[src/rtl/pq_client.sv]
// Command-side controller for a min-priority queue: arbitrates push/pop
// requests into NOOP/PUSH/POP commands, returns popped heads and drains on flush.
module pq_client #(
    parameter int N   = 6,
    parameter int MSB = $clog2(N) - 1
) (
    input  logic         clock,
    input  logic         reset,
    input  logic         push_valid,
    input  logic [MSB:0] push_data,
    output logic         push_ready,
    input  logic         pop_valid,
    output logic         pop_ready,
    output logic         resp_valid,
    output logic [MSB:0] resp_data,
    input  logic         flush,
    output logic         flush_done,
    output logic         proto_err,
    output logic [1:0]   cmd,
    output logic [MSB:0] in,
    input  logic [MSB:0] out,
    input  logic         full,
    input  logic         empty
);

    localparam int CW = $clog2(N + 1);
    localparam logic [CW-1:0] COUNT_FULL = CW'(N);

    localparam logic [1:0] CMD_NOOP = 2'd0;
    localparam logic [1:0] CMD_PUSH = 2'd1;
    localparam logic [1:0] CMD_POP  = 2'd2;

    typedef enum logic {
        ST_FLUSH = 1'b0,
        ST_IDLE  = 1'b1
    } state_t;

    state_t          state_q, state_d;
    logic [CW-1:0]   count_q, count_d;
    logic            arb_q, arb_d;
    logic            resp_valid_q, resp_valid_d;
    logic [MSB:0]    resp_data_q, resp_data_d;
    logic            flush_done_q, flush_done_d;
    logic            proto_err_q, proto_err_d;

    logic            push_ok;
    logic            pop_ok;
    logic            pick_pop;
    logic            occ_mismatch;

    // Handshake: a transfer happens on a cycle where valid && ready are both
    // high; ready never depends on anything but the current request, state,
    // queue status and arb, and a source must hold valid until it sees ready.
    always_comb begin
        push_ok      = push_valid && !full;
        pop_ok       = pop_valid && !empty;
        pick_pop     = pop_ok && (!push_ok || arb_q);
        occ_mismatch = ((count_q == '0) != empty) || ((count_q == COUNT_FULL) != full);
    end

    always_comb begin
        state_d      = state_q;
        count_d      = count_q;
        arb_d        = arb_q;
        resp_valid_d = 1'b0;
        resp_data_d  = resp_data_q;
        flush_done_d = 1'b0;
        proto_err_d  = proto_err_q;
        cmd          = CMD_NOOP;
        in           = '0;
        push_ready   = 1'b0;
        pop_ready    = 1'b0;

        if (!reset) begin
            case (state_q)
                ST_FLUSH: begin
                    // The queue has no reset, so stale items are popped and dropped.
                    if (!empty) begin
                        cmd = CMD_POP;
                    end else begin
                        state_d      = ST_IDLE;
                        flush_done_d = 1'b1;
                        count_d      = '0;
                    end
                end
                ST_IDLE: begin
                    if (occ_mismatch) begin
                        proto_err_d = 1'b1;
                    end
                    if (flush) begin
                        state_d = ST_FLUSH;
                    end else begin
                        if (push_ok && pop_ok) begin
                            arb_d = ~arb_q;
                        end
                        if (pick_pop) begin
                            cmd          = CMD_POP;
                            pop_ready    = 1'b1;
                            resp_valid_d = 1'b1;
                            resp_data_d  = out;
                            count_d      = count_q - CW'(1);
                        end else if (push_ok) begin
                            cmd        = CMD_PUSH;
                            in         = push_data;
                            push_ready = 1'b1;
                            count_d    = count_q + CW'(1);
                        end
                    end
                end
                default: begin
                    state_d = ST_FLUSH;
                end
            endcase
        end
    end

    always_ff @(posedge clock) begin
        if (reset) begin
            state_q      <= ST_FLUSH;
            count_q      <= '0;
            arb_q        <= 1'b0;
            resp_valid_q <= 1'b0;
            resp_data_q  <= '0;
            flush_done_q <= 1'b0;
            proto_err_q  <= 1'b0;
        end else begin
            state_q      <= state_d;
            count_q      <= count_d;
            arb_q        <= arb_d;
            resp_valid_q <= resp_valid_d;
            resp_data_q  <= resp_data_d;
            flush_done_q <= flush_done_d;
            proto_err_q  <= proto_err_d;
        end
    end

    assign resp_valid = resp_valid_q;
    assign resp_data  = resp_data_q;
    assign flush_done = flush_done_q;
    assign proto_err  = proto_err_q;

endmodule

[config.mk]
export PLATFORM = sky130hd
export DESIGN_NAME = pq_client
export DESIGN_NICKNAME = d
export VERILOG_FILES = /design/src/rtl/pq_client.sv
export SDC_FILE = /design/constraint.sdc
export NUM_CORES = 1
export LEC_CHECK = 0
export CAP_MARGIN = 10
export CORE_MARGIN = 4
export CORE_UTILIZATION = 40
export CTS_BUF_LIST = sky130_fd_sc_hd__clkbuf_4
export CTS_CLUSTER_DIAMETER = 120
export DETAILED_ROUTE_END_ITERATION = 10
export PLACE_DENSITY = 0.8
export SLEW_MARGIN = 0
export SYNTH_ARGS = -nofsm -noshare
export SYNTH_HDL_FRONTEND = slang
export SYNTH_SLANG_ARGS = --single-unit
[constraint.sdc]
create_clock -name clock -period 5.16 [get_ports clock]
set_input_delay 1.29 -clock clock [delete_from_list [all_inputs] [get_ports clock]]
set_output_delay 1.29 -clock clock [all_outputs]
set_load 0.03 [all_outputs]
# [Word level (Yosys, flattened, before mapping)]
# Cells that the tools add are included.
[op_classes] reduce_logical=15 n_eq_ne=6 add_sub_neg=2 mux=28 n_bitwise=3
[op_table] cell="$mux 3" n=9
[op_table] cell="$mux 1" n=12
[op_table] cell="$reduce_and 3->1" n=3
[op_table] cell="$mux 2" n=4
[op_table] cell="$pmux 3 s2" n=1
[op_table] cell="$logic_and 1x1->1" n=4
[op_table] cell="$ne 2x2->1 const B" n=2
[op_table] cell="$pmux 2 s2" n=1
[op_table] cell="$add 3x1->3 const B" n=1
[op_table] cell="$eq 3x3->1 const B" n=1
[op_table] cell="$logic_not 1->1" n=3
[op_table] cell="$logic_not 3->1" n=1
[op_table] cell="$ne 3x1->1 const B" n=1
[op_table] cell="$not 1->1" n=3
[op_table] cell="$sub 3x1->3 const B" n=1
[op_table] cell="$logic_or 1x1->1" n=2
[op_table] cell="$ne 1x1->1" n=2
[op_table] cell="$pmux 1 s2" n=1
[op_table] cell="$reduce_and 2->1" n=1
[op_table] cell="$reduce_or 2->1" n=1
[totals] out_inout_bits=13 regBits=11 input_bits=13 word_cells=61

# [Logic depth before layout (Yosys ltp)]
[logic_depth] depth_word=9 mapped_depth=7 ltp_nobuf=6

# [Least setup slack after synthesis]
# Ideal clock, no wire load.
[synth_path] path_kind="input port to output port" from="in full" to="out in[0]" stages=4 slack_ns=1.064 required_time_ns=3.870 t_arrival_ns=2.806 path_buffers=0 cell_sequence="nor3b_2 -> nor2_1 -> nor4_2 -> and2_1"
[synth_between] elab_chain_len=9 elab_cells_between_ends=10 cone_classes="mux: 5; reduce/logical: 5"
[synth_rtl] item="start, declared" line_no="22" text="input logic full,"
[synth_rtl] item="$logic_not 1->1 *" line_no="55" text="push_ok = push_valid && !full;"
[synth_rtl] item="$logic_and 1x1->1 *" line_no="55"
[synth_rtl] item="$logic_not 1->1" line_no="57" text="pick_pop = pop_ok && (!push_ok || arb_q);"
[synth_rtl] item="$logic_or 1x1->1" line_no="57"
[synth_rtl] item="$logic_and 1x1->1" line_no="57"
[synth_rtl] item="$mux 3 *" line_no="96" text="if (pick_pop) begin"
[synth_rtl] item="$mux 3 *" line_no="90" text="if (flush) begin"
[synth_rtl] item="$mux 3 *" line_no="75" text="case (state_q)"
[synth_rtl] item="$mux 3 *" line_no="74" text="if (!reset) begin"
[synth_rtl] item="end, declared" line_no="20" text="output logic [MSB:0] in,"
# Mark *: on every way between the ends. The rest lies on a longest branch, timed or not.

# [Worst setup path in the final report]
[layout_path] from="in full" to="out in[1]"
# The elaborated chain is that of the path after synthesis.

==> reports/metrics.csv <==
metric,value,unit
LEAKAGE,0.000314,uW
Post-Syn Area per Cell,9.12,sq um
max cap viols,0,
initial DRC count,8,
clk buf depth,2,
status,"finished, final reports clean",
synth warn,0,
final core area utilization,65.5,%
f_max,0.211,GHz
Final Hold Fails,0,
die area,2110,sq um
count of hold buffers inserted by post-cts repair,0,
flop-to-flop setup slack,3.14,ns
synth unique cells,29,
Die Y,45.9,um
Critical Path Fanout Max,5,
critical-path cell list,clkdlybuf4s50_1 -> nor3b_2 -> nor2_1 -> nor4_2 -> and2_1 -> clkdlybuf4s50_1,
PortBufs,25,
largest net degree at the start of global routing,10,
Final ANT Viol Nets,0,
part of the power in registers,48.0,%
ant diodes,0,
post-DR wirelength/cell,13.2,um
Worst-Margin Slew,0.368,ns
buffer count from post-CTS setup fixing,0,
Crit. End Element,primary output,
# rows,13,
hold crit path type,reg2reg,
RSZ-0062 raised after global routing,false,
core footprint,1330,sq um
clk sinks,11,
Worst slew margin,75.3,%
clk root buf,clkbuf_4,
drt pass-1 iters,4,
Yosys top cell area share,38.3,%
Clk pwr share,33.6,%
die width,45.9,um
Final Skew,0.00236,ns
fillcell total,106,
clock-pin slew on the worst setup and hold paths,0.06,ns
CP Class,in2out,
CP most frequent cell,clkdlybuf4s50_1,
Placed Area,843,sq um
fin crit period,4.73,ns
crit share post-route,91.8,%
H-tree Lvls,1,
Final Setup Violations,0,
Area growth syn-to-layout,52.1,%
Post-Syn Area,574,sq um
Seq cells post-synth,11,
Max VDD drop,0.000139,V
TritonCTS clock tree,built,
Pwr Density,213,nW/um^2
Total Routing Usage GR,15.5,%
Psw,45.6,uW
post-synth top area cell,dfxtp_1,
clk_lat worst skew,0.27,ns
switch share,24.5,%
layout cells sized above 1,13.0,%
CP arrival,3.44,ns
"delay-heaviest family, CP",buffers and inverters,
final slew viol count,0,
internal power,140,uW
first-pass GRT wire length,2300,um
grt ovf,0,
CP Buf/Inv Count,2,
Critical Path Start Type,input port,
Ports,26,
"slowest stage cell, crit path",clkdlybuf4s50_1,
DP HPWL,1110,um
Starting Density,43.1,%
# nets final,107,
Placer Congestion,0.870,
vias per inst,5.35,
Worst Path Required,3.87,ns
power share of the combinational group,18.4,%
number of global-route vias before repair,551,
largest stage delay on the critical path,0.67,ns
total power,186,uW
vias,572,
multi-input logic area,332,sq um
Synth Net Count,77,
synth top area cells,"dfxtp_1 (38%), nor2_1 (6.5%), mux2i_1 (5.2%)",
fin area,873,sq um
WL final,1410,um
post-CTS resize count,0,
sequential share of the synthesized area,38.3,%
initial antenna violation count,0,
drt drc,0,
post-synthesis cell count,63,
setup TNS,0,ns
CTS Buf Count,3,
register area,220,sq um
## synth_stat cells (all sizes together)
library cell / number
or2b: 1
a211o: 1
nand2b: 4
nand3: 4
nor2: 10
xor2: 1
fa: 1
nor3b: 1
buf: 2
nand4: 1
nor3: 3
nor4: 2
or4b: 1
clkbuf: 1
or3: 1
dfxtp: 11
nand4b: 1
xnor2: 1
and2: 3
a31oi: 1
a211oi: 1
mux2i: 3
o21ai: 2
a21o: 1
a21oi: 5
## sequential cells by signal (all words and copies together), names as in the netlist
signal      count
state_q         1
arb_q           1
proto_err       1
resp_valid      1
count_q         3
resp_data       3
flush_done      1
## logic make-up (layout without fill, tap and decap cells)
group	after synthesis	count (layout)	synth area share, %
AOI/OAI and AO/OA	11	11	11.3
xor gates and xnor gates	2	2	3.05
adders and majority gates	1	1	3.49
buffers and inverters	3	32	3.92
DFF	11	11	38.3
muxes	3	3	5.23
and+or+nand+nor	32	32	34.6
## cell usage in the layout, fill, tap and decap left out, types with 2 or more instances in the layout
| master | count |
|---|---|
| clkbuf_4 | 4 |
| nand2b_1 | 3 |
| clkdlybuf4s50_1 | 25 |
| buf_4 | 3 |
| o21ai_0 | 2 |
| nor2_1 | 10 |
| and2_1 | 3 |
| a21oi_1 | 5 |
| nand3_1 | 4 |
| nor3_1 | 2 |
| mux2i_1 | 3 |
| dfxtp_1 | 11 |
## final timing paths
check | endpoint | cells after the start | startpoint
setup / recovery | in[1] | 6 | full
hold / removal | resp_data[2] | 2 | resp_data[2]
setup reg to reg | count_q[2] | 6 | arb_q
hold reg to reg | resp_data[2] | 2 | resp_data[2]
## worst reg2reg max path: cells and delay by family, from the launching register on
family / cells / cell delay [ns]
AOI/OAI and AO/OA: 2 / 0.38
adders and majority gates: 1 / 0.39
DFF: 1 / 0.33
and+or+nand+nor: 3 / 0.84
## per-layer routing
metal / vias up / global-route usage, % / share of wire (%)
met2: 37 / 23.9 / 44
met5: - / 0 / 0
met3: 2 / 2.77 / 12
met4: 0 / 10.8 / 0.99
li1: 280 / - / -
met1: 253 / 19.2 / 43
## layout make-up
class	count	area share, %
Clock buffer	4	3.44
Multi-Input combinational cell	49	38.0
Sequential cell	11	25.2
Tap cell	15	2.15
Timing Repair Buffer	28	31.2
## power groups by stage
stage | sequential (uW) | combinational, uW | clock, uW
after floorplan | 93.3 | 14.3 | 0
after global placement | 91.0 | 33.7 | 0
after detailed placement | 91.2 | 33.9 | 0
after CTS | 89.2 | 34.4 | 65.8
after global routing | 89.4 | 37.0 | 70.1
final | 89.2 | 34.2 | 62.6
## metrics by stage
stage	worst slack, ns	instances	hold WS [ns]
3_3_place_gp	0.500	103	0.480
5_1_grt	0.262	107	0.546
3_5_place_dp	0.383	103	0.492
6_report	0.425	107	0.505
2_1_floorplan	1.06	63	0.484
4_1_cts	0.382	107	0.512
Power figures use the tool's default switching activity.
